## config.mk

```make
export PLATFORM = sky130hd
export DESIGN_NAME = ps2_device
export DESIGN_NICKNAME = d
export VERILOG_FILES = /design/src/rtl/ps2_device.sv
export SDC_FILE = /design/constraint.sdc
export NUM_CORES = 1
export LEC_CHECK = 0
export CORE_MARGIN = 5
export CORE_UTILIZATION = 55
export CTS_BUF_LIST = sky130_fd_sc_hd__clkbuf_16
export DETAILED_ROUTE_END_ITERATION = 12
export PLACE_DENSITY = 0.72
export SLEW_MARGIN = 20
export SYNTH_ARGS = -nofsm -noshare
export SYNTH_HDL_FRONTEND = slang
export SYNTH_SLANG_ARGS = --single-unit
```

## constraint.sdc

```tcl
create_clock -name clk -period 4.9 [get_ports clk]
set_clock_uncertainty 0.2 [all_clocks]
set_input_delay 0.49 -clock clk [delete_from_list [all_inputs] [get_ports clk]]
set_output_delay 0.49 -clock clk [all_outputs]
set_load 0.03 [all_outputs]
```

## src/rtl/ps2_device.sv

```systemverilog
// PS/2 device-side link controller.
// Sends bytes (scan codes) to a host and receives host-to-device command frames.
// Frames are start(0), 8 data bits LSB first, odd parity, stop(1); the device always
// generates the PS/2 clock.
//
// Ports:
//   clk, n_rst            system clock, asynchronous active-low reset
//   clk_in, data_in       sensed PS/2 clock/data lines (asynchronous, synchronized here)
//   n_clk_out, n_data_out open-drain pulls: 0 drives the line low, 1 releases it
//   tx_data/tx_valid/tx_ready  byte to send, valid/ready handshake
//   rx_data/rx_valid/rx_parity_err  received byte, 1-cycle strobe, frame error flag
//   busy                  a frame is in progress in either direction
module ps2_device #(
    parameter int unsigned HALF_BIT    = 20,
    parameter int unsigned INHIBIT_MIN = 50
) (
    input  logic       clk,
    input  logic       n_rst,
    input  logic       clk_in,
    input  logic       data_in,
    output logic       n_clk_out,
    output logic       n_data_out,
    input  logic [7:0] tx_data,
    input  logic       tx_valid,
    output logic       tx_ready,
    output logic [7:0] rx_data,
    output logic       rx_valid,
    output logic       rx_parity_err,
    output logic       busy
);

    localparam logic [8:0]  HalfBit = 9'(HALF_BIT);
    localparam logic [8:0]  HalfM1  = 9'(HALF_BIT - 1);
    localparam logic [8:0]  FullM1  = 9'(2 * HALF_BIT - 1);
    localparam logic [8:0]  HiNeed  = 9'(2 * HALF_BIT);
    localparam logic [15:0] LowNeed = 16'(INHIBIT_MIN);

    typedef enum logic [2:0] {
        StIdle, StTxHi, StTxLo, StTxHold, StRxWait, StRxHi, StRxLo, StRxAck
    } state_e;

    state_e      state_q, state_d;
    logic        clk_s1_q, clk_s1_d, clk_s_q, clk_s_d;
    logic        dat_s1_q, dat_s1_d, dat_s_q, dat_s_d;
    logic [8:0]  cnt_q, cnt_d;
    logic [3:0]  bit_idx_q, bit_idx_d;
    logic [15:0] low_cnt_q, low_cnt_d;
    logic [8:0]  hi_cnt_q, hi_cnt_d;
    logic        pend_q, pend_d;
    logic [7:0]  pend_data_q, pend_data_d;
    logic [9:0]  rx_sr_q, rx_sr_d;
    logic [7:0]  rx_data_q, rx_data_d;
    logic        rx_valid_q, rx_valid_d;
    logic        rx_perr_q, rx_perr_d;
    logic        n_clk_out_q, n_clk_out_d;
    logic        n_data_out_q, n_data_out_d;
    logic        tx_ready_q, tx_ready_d;
    logic        busy_q, busy_d;
    logic [10:0] tx_frame;
    logic        half_done;

    always_comb begin
        tx_frame  = {1'b1, ~^pend_data_q, pend_data_q, 1'b0};
        half_done = (cnt_q == HalfM1);

        state_d     = state_q;
        clk_s1_d    = clk_in;
        clk_s_d     = clk_s1_q;
        dat_s1_d    = data_in;
        dat_s_d     = dat_s1_q;
        cnt_d       = cnt_q + 9'd1;
        bit_idx_d   = bit_idx_q;
        pend_d      = pend_q;
        pend_data_d = pend_data_q;
        rx_sr_d     = rx_sr_q;
        rx_data_d   = rx_data_q;
        rx_valid_d  = 1'b0;
        rx_perr_d   = rx_perr_q;

        // Consecutive host-held low time; our own clock pulses never count as inhibit.
        if (!clk_s_q && n_clk_out_q) begin
            low_cnt_d = (low_cnt_q >= LowNeed) ? low_cnt_q : low_cnt_q + 16'd1;
        end else begin
            low_cnt_d = '0;
        end
        if (clk_s_q) begin
            hi_cnt_d = (hi_cnt_q >= HiNeed) ? hi_cnt_q : hi_cnt_q + 9'd1;
        end else begin
            hi_cnt_d = '0;
        end

        if (tx_valid && tx_ready_q) begin
            pend_d      = 1'b1;
            pend_data_d = tx_data;
        end

        unique case (state_q)
            StIdle: begin
                cnt_d = '0;
                // Request-to-send wins over a pending transmit byte.
                if (clk_s_q && !dat_s_q && (low_cnt_q >= LowNeed)) begin
                    state_d = StRxWait;
                end else if (pend_q && (hi_cnt_q >= HiNeed)) begin
                    state_d   = StTxHi;
                    bit_idx_d = 4'd0;
                end
            end
            StTxHi: if (half_done) begin
                cnt_d   = '0;
                state_d = clk_s_q ? StTxLo : StIdle;  // host inhibit aborts, byte kept
            end
            StTxLo: if (half_done) begin
                cnt_d = '0;
                if (bit_idx_q == 4'd10) begin
                    state_d = StTxHold;
                end else begin
                    bit_idx_d = bit_idx_q + 4'd1;
                    state_d   = StTxHi;
                end
            end
            StTxHold: if (half_done) begin
                pend_d  = 1'b0;
                state_d = StIdle;
            end
            StRxWait: if (half_done) begin
                cnt_d     = '0;
                bit_idx_d = 4'd0;
                state_d   = StRxLo;
            end
            StRxLo: if (half_done) begin
                cnt_d = '0;
                // Shift in from the top: after 11 samples the start bit has fallen off.
                rx_sr_d = {dat_s_q, rx_sr_q[9:1]};
                state_d = (bit_idx_q == 4'd10) ? StRxAck : StRxHi;
            end
            StRxHi: if (half_done) begin
                cnt_d = '0;
                if (!clk_s_q) begin
                    state_d = StIdle;
                end else begin
                    bit_idx_d = bit_idx_q + 4'd1;
                    state_d   = StRxLo;
                end
            end
            StRxAck: if (cnt_q == FullM1) begin
                rx_data_d  = rx_sr_q[7:0];
                rx_perr_d  = (^rx_sr_q[8:0] == 1'b0) || !rx_sr_q[9];
                rx_valid_d = 1'b1;
                state_d    = StIdle;
            end
            default: state_d = StIdle;
        endcase

        // Outputs are registered and follow the next state.
        n_clk_out_d = !((state_d == StTxLo) || (state_d == StRxLo) ||
                        ((state_d == StRxAck) && (cnt_d >= HalfBit)));
        if ((state_d == StTxHi) || (state_d == StTxLo)) begin
            n_data_out_d = tx_frame[bit_idx_d];
        end else begin
            n_data_out_d = (state_d != StRxAck);
        end
        busy_d     = (state_d != StIdle);
        tx_ready_d = (state_d == StIdle) && !pend_d;
    end

    always_ff @(posedge clk or negedge n_rst) begin
        if (!n_rst) begin
            state_q      <= StIdle;
            clk_s1_q     <= 1'b1;
            clk_s_q      <= 1'b1;
            dat_s1_q     <= 1'b1;
            dat_s_q      <= 1'b1;
            cnt_q        <= '0;
            bit_idx_q    <= '0;
            low_cnt_q    <= '0;
            hi_cnt_q     <= '0;
            pend_q       <= 1'b0;
            pend_data_q  <= '0;
            rx_sr_q      <= '0;
            rx_data_q    <= '0;
            rx_valid_q   <= 1'b0;
            rx_perr_q    <= 1'b0;
            n_clk_out_q  <= 1'b1;
            n_data_out_q <= 1'b1;
            tx_ready_q   <= 1'b1;
            busy_q       <= 1'b0;
        end else begin
            state_q      <= state_d;
            clk_s1_q     <= clk_s1_d;
            clk_s_q      <= clk_s_d;
            dat_s1_q     <= dat_s1_d;
            dat_s_q      <= dat_s_d;
            cnt_q        <= cnt_d;
            bit_idx_q    <= bit_idx_d;
            low_cnt_q    <= low_cnt_d;
            hi_cnt_q     <= hi_cnt_d;
            pend_q       <= pend_d;
            pend_data_q  <= pend_data_d;
            rx_sr_q      <= rx_sr_d;
            rx_data_q    <= rx_data_d;
            rx_valid_q   <= rx_valid_d;
            rx_perr_q    <= rx_perr_d;
            n_clk_out_q  <= n_clk_out_d;
            n_data_out_q <= n_data_out_d;
            tx_ready_q   <= tx_ready_d;
            busy_q       <= busy_d;
        end
    end

    assign n_clk_out     = n_clk_out_q;
    assign n_data_out    = n_data_out_q;
    assign tx_ready      = tx_ready_q;
    assign rx_data       = rx_data_q;
    assign rx_valid      = rx_valid_q;
    assign rx_parity_err = rx_perr_q;
    assign busy          = busy_q;

endmodule

```

==> flow_metrics.env, run 1 <==
export IMPL_status="finished clean"
export IMPL_grt_pass1_wl_um=12500
export IMPL_synth_edf_count=0
export IMPL_placed_cells=464
export IMPL_p_per_area_nw_per_um2=362
export IMPL_fin_cells=480
export IMPL_wl_per_cell_um=14.8
export IMPL_drt_iter0_drc=98
export IMPL_clock_path_buffers=2
export IMPL_grt_max_degree=79
export IMPL_vias_per_cell=5.53
export IMPL_cts_buffers=9
export IMPL_crit_path_max_fanout=7
export IMPL_antenna_found_initial=0
export IMPL_fin_setup_tns_ns=0
export IMPL_async_reset_ff_frac=1.00
export IMPL_cts_resized=0
export IMPL_final_layout_size_suffix_gt1_frac=0.174
export IMPL_drc=0
export IMPL_min_path_type="primary input to asynchronous set/reset pin"
export IMPL_clkSlewWorstSetupHoldPaths_ns=0.06
export IMPL_cp_slowest_cell="nor4_1"
export IMPL_track_usage=0.181
export IMPL_fin_crit_ns=3.11
export IMPL_drv_cap=0
export IMPL_final_nets=399
export IMPL_cts_root_buf="clkbuf_16"
export IMPL_cp_slowest_stage_delay_ns=0.54
export IMPL_post_route_period_util=0.635
export IMPL_yosys_register_bits=78
export IMPL_vdd_drop_max_v=0.000347
export IMPL_core_area_um2=6830
export IMPL_syn_area_um2=3880
export IMPL_postCtsSetupRepairBufs=0
export IMPL_cts_tree="yes"
export IMPL_synth_cell_types=63
export IMPL_cts_sink_count=78
export IMPL_overflow=0
export IMPL_crit_chain="nor4_1, nand2_1, nor2_1, mux2_2, a211oi_4, mux2i_1, o221ai_1, a32oi_1"
export IMPL_rows=30
export IMPL_synthCells=355
export IMPL_die_height_um=94.0
export IMPL_seq_area_frac_synth=0.506
export IMPL_endpoint_kind="flip-flop"
export IMPL_r2r_start="cnt_q[3]"
export IMPL_globalplace_congestion=0.838
export IMPL_tightest_slew_ns=0.927
export IMPL_worstSetupStartpoint="cnt_q[3]"
export IMPL_dp_hpwl_um=4930
export IMPL_syn_to_final_growth_pct=16.9
export IMPL_crit_arrival_ns=3.15
export IMPL_insertion_delay_ns=0.33
export IMPL_vias=2655
export IMPL_wl_um=7090
export IMPL_cts_max_level=3
export IMPL_power_leakage_nw=1.98
export IMPL_worst_setup_path_start_kind="flip-flop"
export IMPL_antenna_cells=0
export IMPL_place_ws_ns=2.00
export IMPL_max_slew_margin_rel=0.382
export IMPL_die_area_um2=8830
export IMPL_fmax_mhz=321
export IMPL_io_pins=27
export IMPL_start_util=0.568
export IMPL_crit_family="simple AND/OR/NAND/NOR gates"
export IMPL_synth_ff_type="dfrtp_1"
export IMPL_avgSynthCellArea_um2=10.9
export IMPL_grt_setup_unrepaired="false"
export IMPL_grt_pass1_vias=2613
export IMPL_fin_ws_ns=1.79
export IMPL_finalHoldViolations=0
export IMPL_syn_nets=375
export IMPL_setup_viol=0
export IMPL_worst_path_buf_inv=0
export IMPL_n_fill_cell=538
export IMPL_die_w_um=94.0
export IMPL_port_buffers=26
export IMPL_ctsHoldBuffers=0
export IMPL_worstSetupPathType="flip-flop to flip-flop"
export IMPL_first_pass_iters=4
export IMPL_critical_path_required_ns=4.94
export IMPL_drtAntennaViolNets=0
export IMPL_yosys_warnings=0
export IMPL_slew_viol_final=0
stage by stage:
step,total power [W],utilization,cell area (um2),hold WS (ns)
2_1_floorplan,0.000856,-,3880,-0.00559
3_3_place_gp,0.000899,0.614,4200,0.147
3_5_place_dp,0.000908,0.614,4200,0.147
4_1_cts,0.00166,0.664,4530,0.136
5_1_grt,0.00171,0.664,4530,0.164
6_report,0.00164,0.664,4530,0.106
routing by layer:
layer,up-vias,routed length [um],track usage
li1,1295,-,-
met1,1299,3270,0.236
met2,44,3370,0.287
met3,17,276,0.0513
met4,0,167,0.0686
met5,-,0,0
cell usage in the layout (no fill, tap or decap), types with 2 or more instances in the layout:
| cell type | count |
|---|---|
| dfrtp_1 | 71 |
| nor2_1 | 41 |
| mux2_2 | 28 |
| xnor2_1 | 25 |
| clkdlybuf4s50_1 | 25 |
| nand2_1 | 23 |
| nand3_1 | 12 |
| a21oi_1 | 12 |
| inv_1 | 10 |
| clkbuf_16 | 9 |
| xor2_1 | 8 |
| mux2i_1 | 7 |
| ha_1 | 7 |
| dfstp_2 | 7 |
| nor2b_1 | 6 |
| and3_1 | 6 |
| o21ai_0 | 6 |
| a31oi_1 | 6 |
| and2_1 | 6 |
| nor4_1 | 5 |
| nand2b_1 | 4 |
| nor3_1 | 3 |
| o22ai_1 | 3 |
| bufinv_16 | 3 |
| clkinv_2 | 3 |
| nor2_2 | 2 |
| a21boi_0 | 2 |
| nand4b_1 | 2 |
| o31ai_1 | 2 |
| a22oi_1 | 2 |
| nor3_2 | 2 |
| or3_1 | 2 |
| nand4_1 | 2 |
cells by family after synthesis:
kind of cell    after synthesis  share of synthesized area
flops                        78                      0.506
simple gates                125                      0.167
buf+inv                      23                     0.0252
compound gates               54                      0.106
fa+ha+maj                     7                     0.0226
mux                          35                     0.0994
xor+xnor                     33                     0.0745
power breakdown:
group          internal, W  switching, W  total (W)
Sequential        0.000681     0.0000344   0.000715
Combinational     0.000101     0.0000769   0.000178
Clock             0.000494      0.000254   0.000748
Total              0.00128      0.000365    0.00164
flip-flops by register name (all words and copies together), names as in the netlist, 3 cells and up:
name         cells
cnt_q            9
rx_sr_q         10
rx_data          8
hi_cnt_q         9
low_cnt_q       16
state_q          3
pend_data_q      8
bit_idx_q        4
worst paths after layout:
check / end / slack (ns) / cells after the start
max: n_data_out / 1.79 / 8
min: rx_data[6] / 0.11 / 1
max reg2reg: n_data_out / 1.79 / 8
min reg2reg: dat_s_q / 0.15 / 0
max in group asynchronous: pend_data_q[7] / 3.80 / 1
min in group clk: dat_s_q / 0.15 / 0
area by class of cell:
class | instances | area (um2) | share of cell area
multi-input combinational | 254 | 1820 | 0.401
inverter | 10 | 37.5 | 0.00828
clock inverter | 7 | 113 | 0.0248
clock buffer | 9 | 225 | 0.0497
tap | 96 | 120 | 0.0265
timing repair buffer | 26 | 258 | 0.0569
sequential | 78 | 1960 | 0.433
cell usage after synthesis, drive strengths merged (2+ instances only):
cell type,n,area (um2)
a22oi,3,27.5
nand3,12,60.1
nand2b,4,25.0
xnor2,25,219
and3,6,37.5
o21ai,8,43.8
nand2,23,86.3
o31ai,2,15.0
ha,7,87.6
o22ai,3,18.8
a21boi,2,15.0
mux2,28,315
nor2,43,166
a31oi,7,58.8
nand4,2,12.5
dfstp,7,184
a211oi,2,27.5
a21oi,13,68.8
xor2,8,70.1
inv,10,37.5
dfrtp,71,1780
mux2i,7,70.1
buf,5,30.0
nor4,5,31.3
nor2b,6,37.5
o221ai,2,23.8
or3,3,23.8
nor3,5,35.0
clkbuf,8,30.0
and2,6,37.5
nand4b,2,17.5
worst reg2reg max path, cell delays in order, from the launching register on:
cell	delay, ns
dfrtp_1	0.44
nor4_1	0.54
nand2_1	0.30
nor2_1	0.17
mux2_2	0.38
a211oi_4	0.36
mux2i_1	0.25
o221ai_1	0.13
a32oi_1	0.25
Note: power is estimated with default switching activity, not from simulation.
==> run 2, diff against run 1 <==
Settings changed: CORE_UTILIZATION 55 to 53, PLACE_DENSITY 0.72 to 0.73.
Clock period 4.9 ns to 2.8 ns, I/O delays scaled along.
==> flow_metrics.env, run 2 (synthesis results as in run 1) <==
export IMPL_finalHoldViolations=0
export IMPL_rows=31
export IMPL_die_height_um=95.5
export IMPL_core_area_um2=7180
export IMPL_crit_chain="buf_4, or4_4, nor3_4, a21oi_1, a31oi_4, mux2i_1, mux2i_1, o221ai_1, a32oi_1"
export IMPL_cts_sink_count=78
export IMPL_hp_start="dat_s1_q"
export IMPL_drc=0
export IMPL_track_usage=0.185
export IMPL_grt_pass1_wl_um=12900
export IMPL_power_leakage_nw=2.07
export IMPL_endpoint_kind="flip-flop"
export IMPL_io_pins=27
export IMPL_globalplace_congestion=0.854
export IMPL_port_buffers=26
export IMPL_min_path_type="flip-flop to flip-flop"
export IMPL_final_cell_mix="71 x dfrtp_1, 40 x nor2_1, 28 x mux2_2, 25 x xnor2_1, 25 x clkdlybuf4s50_1"
export IMPL_cp_slowest_cell="or4_4"
export IMPL_cp_slowest_stage_delay_ns=0.58
export IMPL_drtAntennaViolNets=0
export IMPL_worstSetupPathType="flip-flop to flip-flop"
export IMPL_drv_cap=0
export IMPL_status="finished clean"
export IMPL_vias=2785
export IMPL_tightest_slew_ns=0.942
export IMPL_min_to="dat_s_q"
export IMPL_cts_max_level=3
export IMPL_fmax_mhz=373
export IMPL_drt_iter0_drc=154
export IMPL_reg2reg_to="n_data_out"
export IMPL_ff2ff_setup_slack_ns=0.12
export IMPL_grt_util_met1=0.234
export IMPL_wl_um=7490
export IMPL_top_register="low_cnt_q"
export IMPL_antenna_found_initial=0
export IMPL_final_common_cell="dfrtp_1"
export IMPL_syn_to_final_growth_pct=21.3
export IMPL_worst_path_buf_inv=1
export IMPL_first_pass_iters=5
export IMPL_cts_tree="yes"
export IMPL_clock_path_buffers=2
export IMPL_holdPathStages=0
export IMPL_p_per_area_nw_per_um2=595
export IMPL_grt_max_degree=79
export IMPL_fin_setup_tns_ns=0
export IMPL_insertion_delay_ns=0.34
export IMPL_crit_arrival_ns=2.73
export IMPL_wl_per_cell_um=14.9
export IMPL_use_met2=0.293
export IMPL_start_util=0.540
export IMPL_globalRouteMet3Util=0.0505
export IMPL_crit_family="simple AND/OR/NAND/NOR gates"
export IMPL_fin_cells=502
export IMPL_r2r_start="cnt_q[3]"
export IMPL_antenna_cells=0
export IMPL_grt_pass1_vias=2786
export IMPL_worst_setup_path_start_kind="flip-flop"
export IMPL_max_slew_margin_rel=0.372
export IMPL_vdd_drop_max_v=0.000465
export IMPL_fin_crit_ns=2.68
export IMPL_utilization=0.656
export IMPL_cts_root_buf="clkbuf_16"
export IMPL_top_regs="low_cnt_q x16, rx_sr_q x10"
export IMPL_vias_per_cell=5.55
export IMPL_final_layout_size_suffix_gt1_frac=0.218
export IMPL_grt_setup_unrepaired="true"
export IMPL_setup_viol=0
export IMPL_cpMostUsedCell="mux2i_1"
export IMPL_post_route_period_util=0.957
export IMPL_largest_reg_flops=16
export IMPL_clkSlewWorstSetupHoldPaths_ns=0.06
export IMPL_critical_path_required_ns=2.85
export IMPL_crit_path_max_fanout=7
export IMPL_final_nets=418
export IMPL_top_usage_layer="met2"
export IMPL_overflow=0
export IMPL_placed_cells=484
export IMPL_dp_hpwl_um=5090
export IMPL_die_w_um=95.5
export IMPL_cts_buffers=9
export IMPL_r2r_cells=9
export IMPL_slew_viol_final=0
export IMPL_die_area_um2=9130
-- run 2: cell types whose count changed in the layout (fill, tap and decap cells not counted), sizes merged --
cell,change
buf,+18
bufinv,-1
dlygate4sd3,+1
inv,+1
-- run 2: power breakdown --
| part | internal [W] | switching, W |
|---|---|---|
| Combinational | 0.000180 | 0.000125 |
| Clock | 0.000783 | 0.000460 |
| Sequential | 0.00119 | 0.0000598 |
-- run 2: per-stage QoR --
stage               cell area [um2]  power (W)  hold slack, ns  setup slack, ns
CTS                            4660    0.00283           0.143           0.0915
floorplan                      3880    0.00150          -0.216           0.0727
global route                   4700    0.00293           0.150          -0.0319
global placement               4330    0.00157           0.146            0.173
finish                         4700    0.00280           0.154            0.121
detailed placement             4330    0.00158           0.147            0.114
-- run 2: what timing repair did --
item / 4_1_cts / 5_1_grt
setup buffers: 0 / 1
setup endpoints to repair: 0 / 1
endpoints found under the hold margin: 71 / 0
resized for setup: 0 / 7
hold buffers: 1 / 0
-- run 2: worst max-delay path by stage --
stage / start / to / cells past startpoint
2_1_floorplan: cnt_q[0] / n_data_out / 10
3_3_place_gp: cnt_q[3] / tx_ready / 9
4_1_cts: cnt_q[6] / n_data_out / 8
3_5_place_dp: cnt_q[6] / n_data_out / 8
6_report: cnt_q[3] / n_data_out / 9
5_1_grt: cnt_q[3] / n_data_out / 9
-- run 2: layer usage --
layer / vias up / wire (um)
met2: 64 / 3690
met1: 1371 / 3300
met3: 18 / 321
met5: - / 0
li1: 1332 / -
met4: 0 / 172
-- run 2: area by class of cell --
cell class	instances	area, um2
multi-input cells	254	1860
fillers	559	2470
clock inverters	7	97.6
well taps	99	124
inverters	10	37.5
clock buffers	9	225
flip-flops and latches	78	1960
repair buffers	45	403
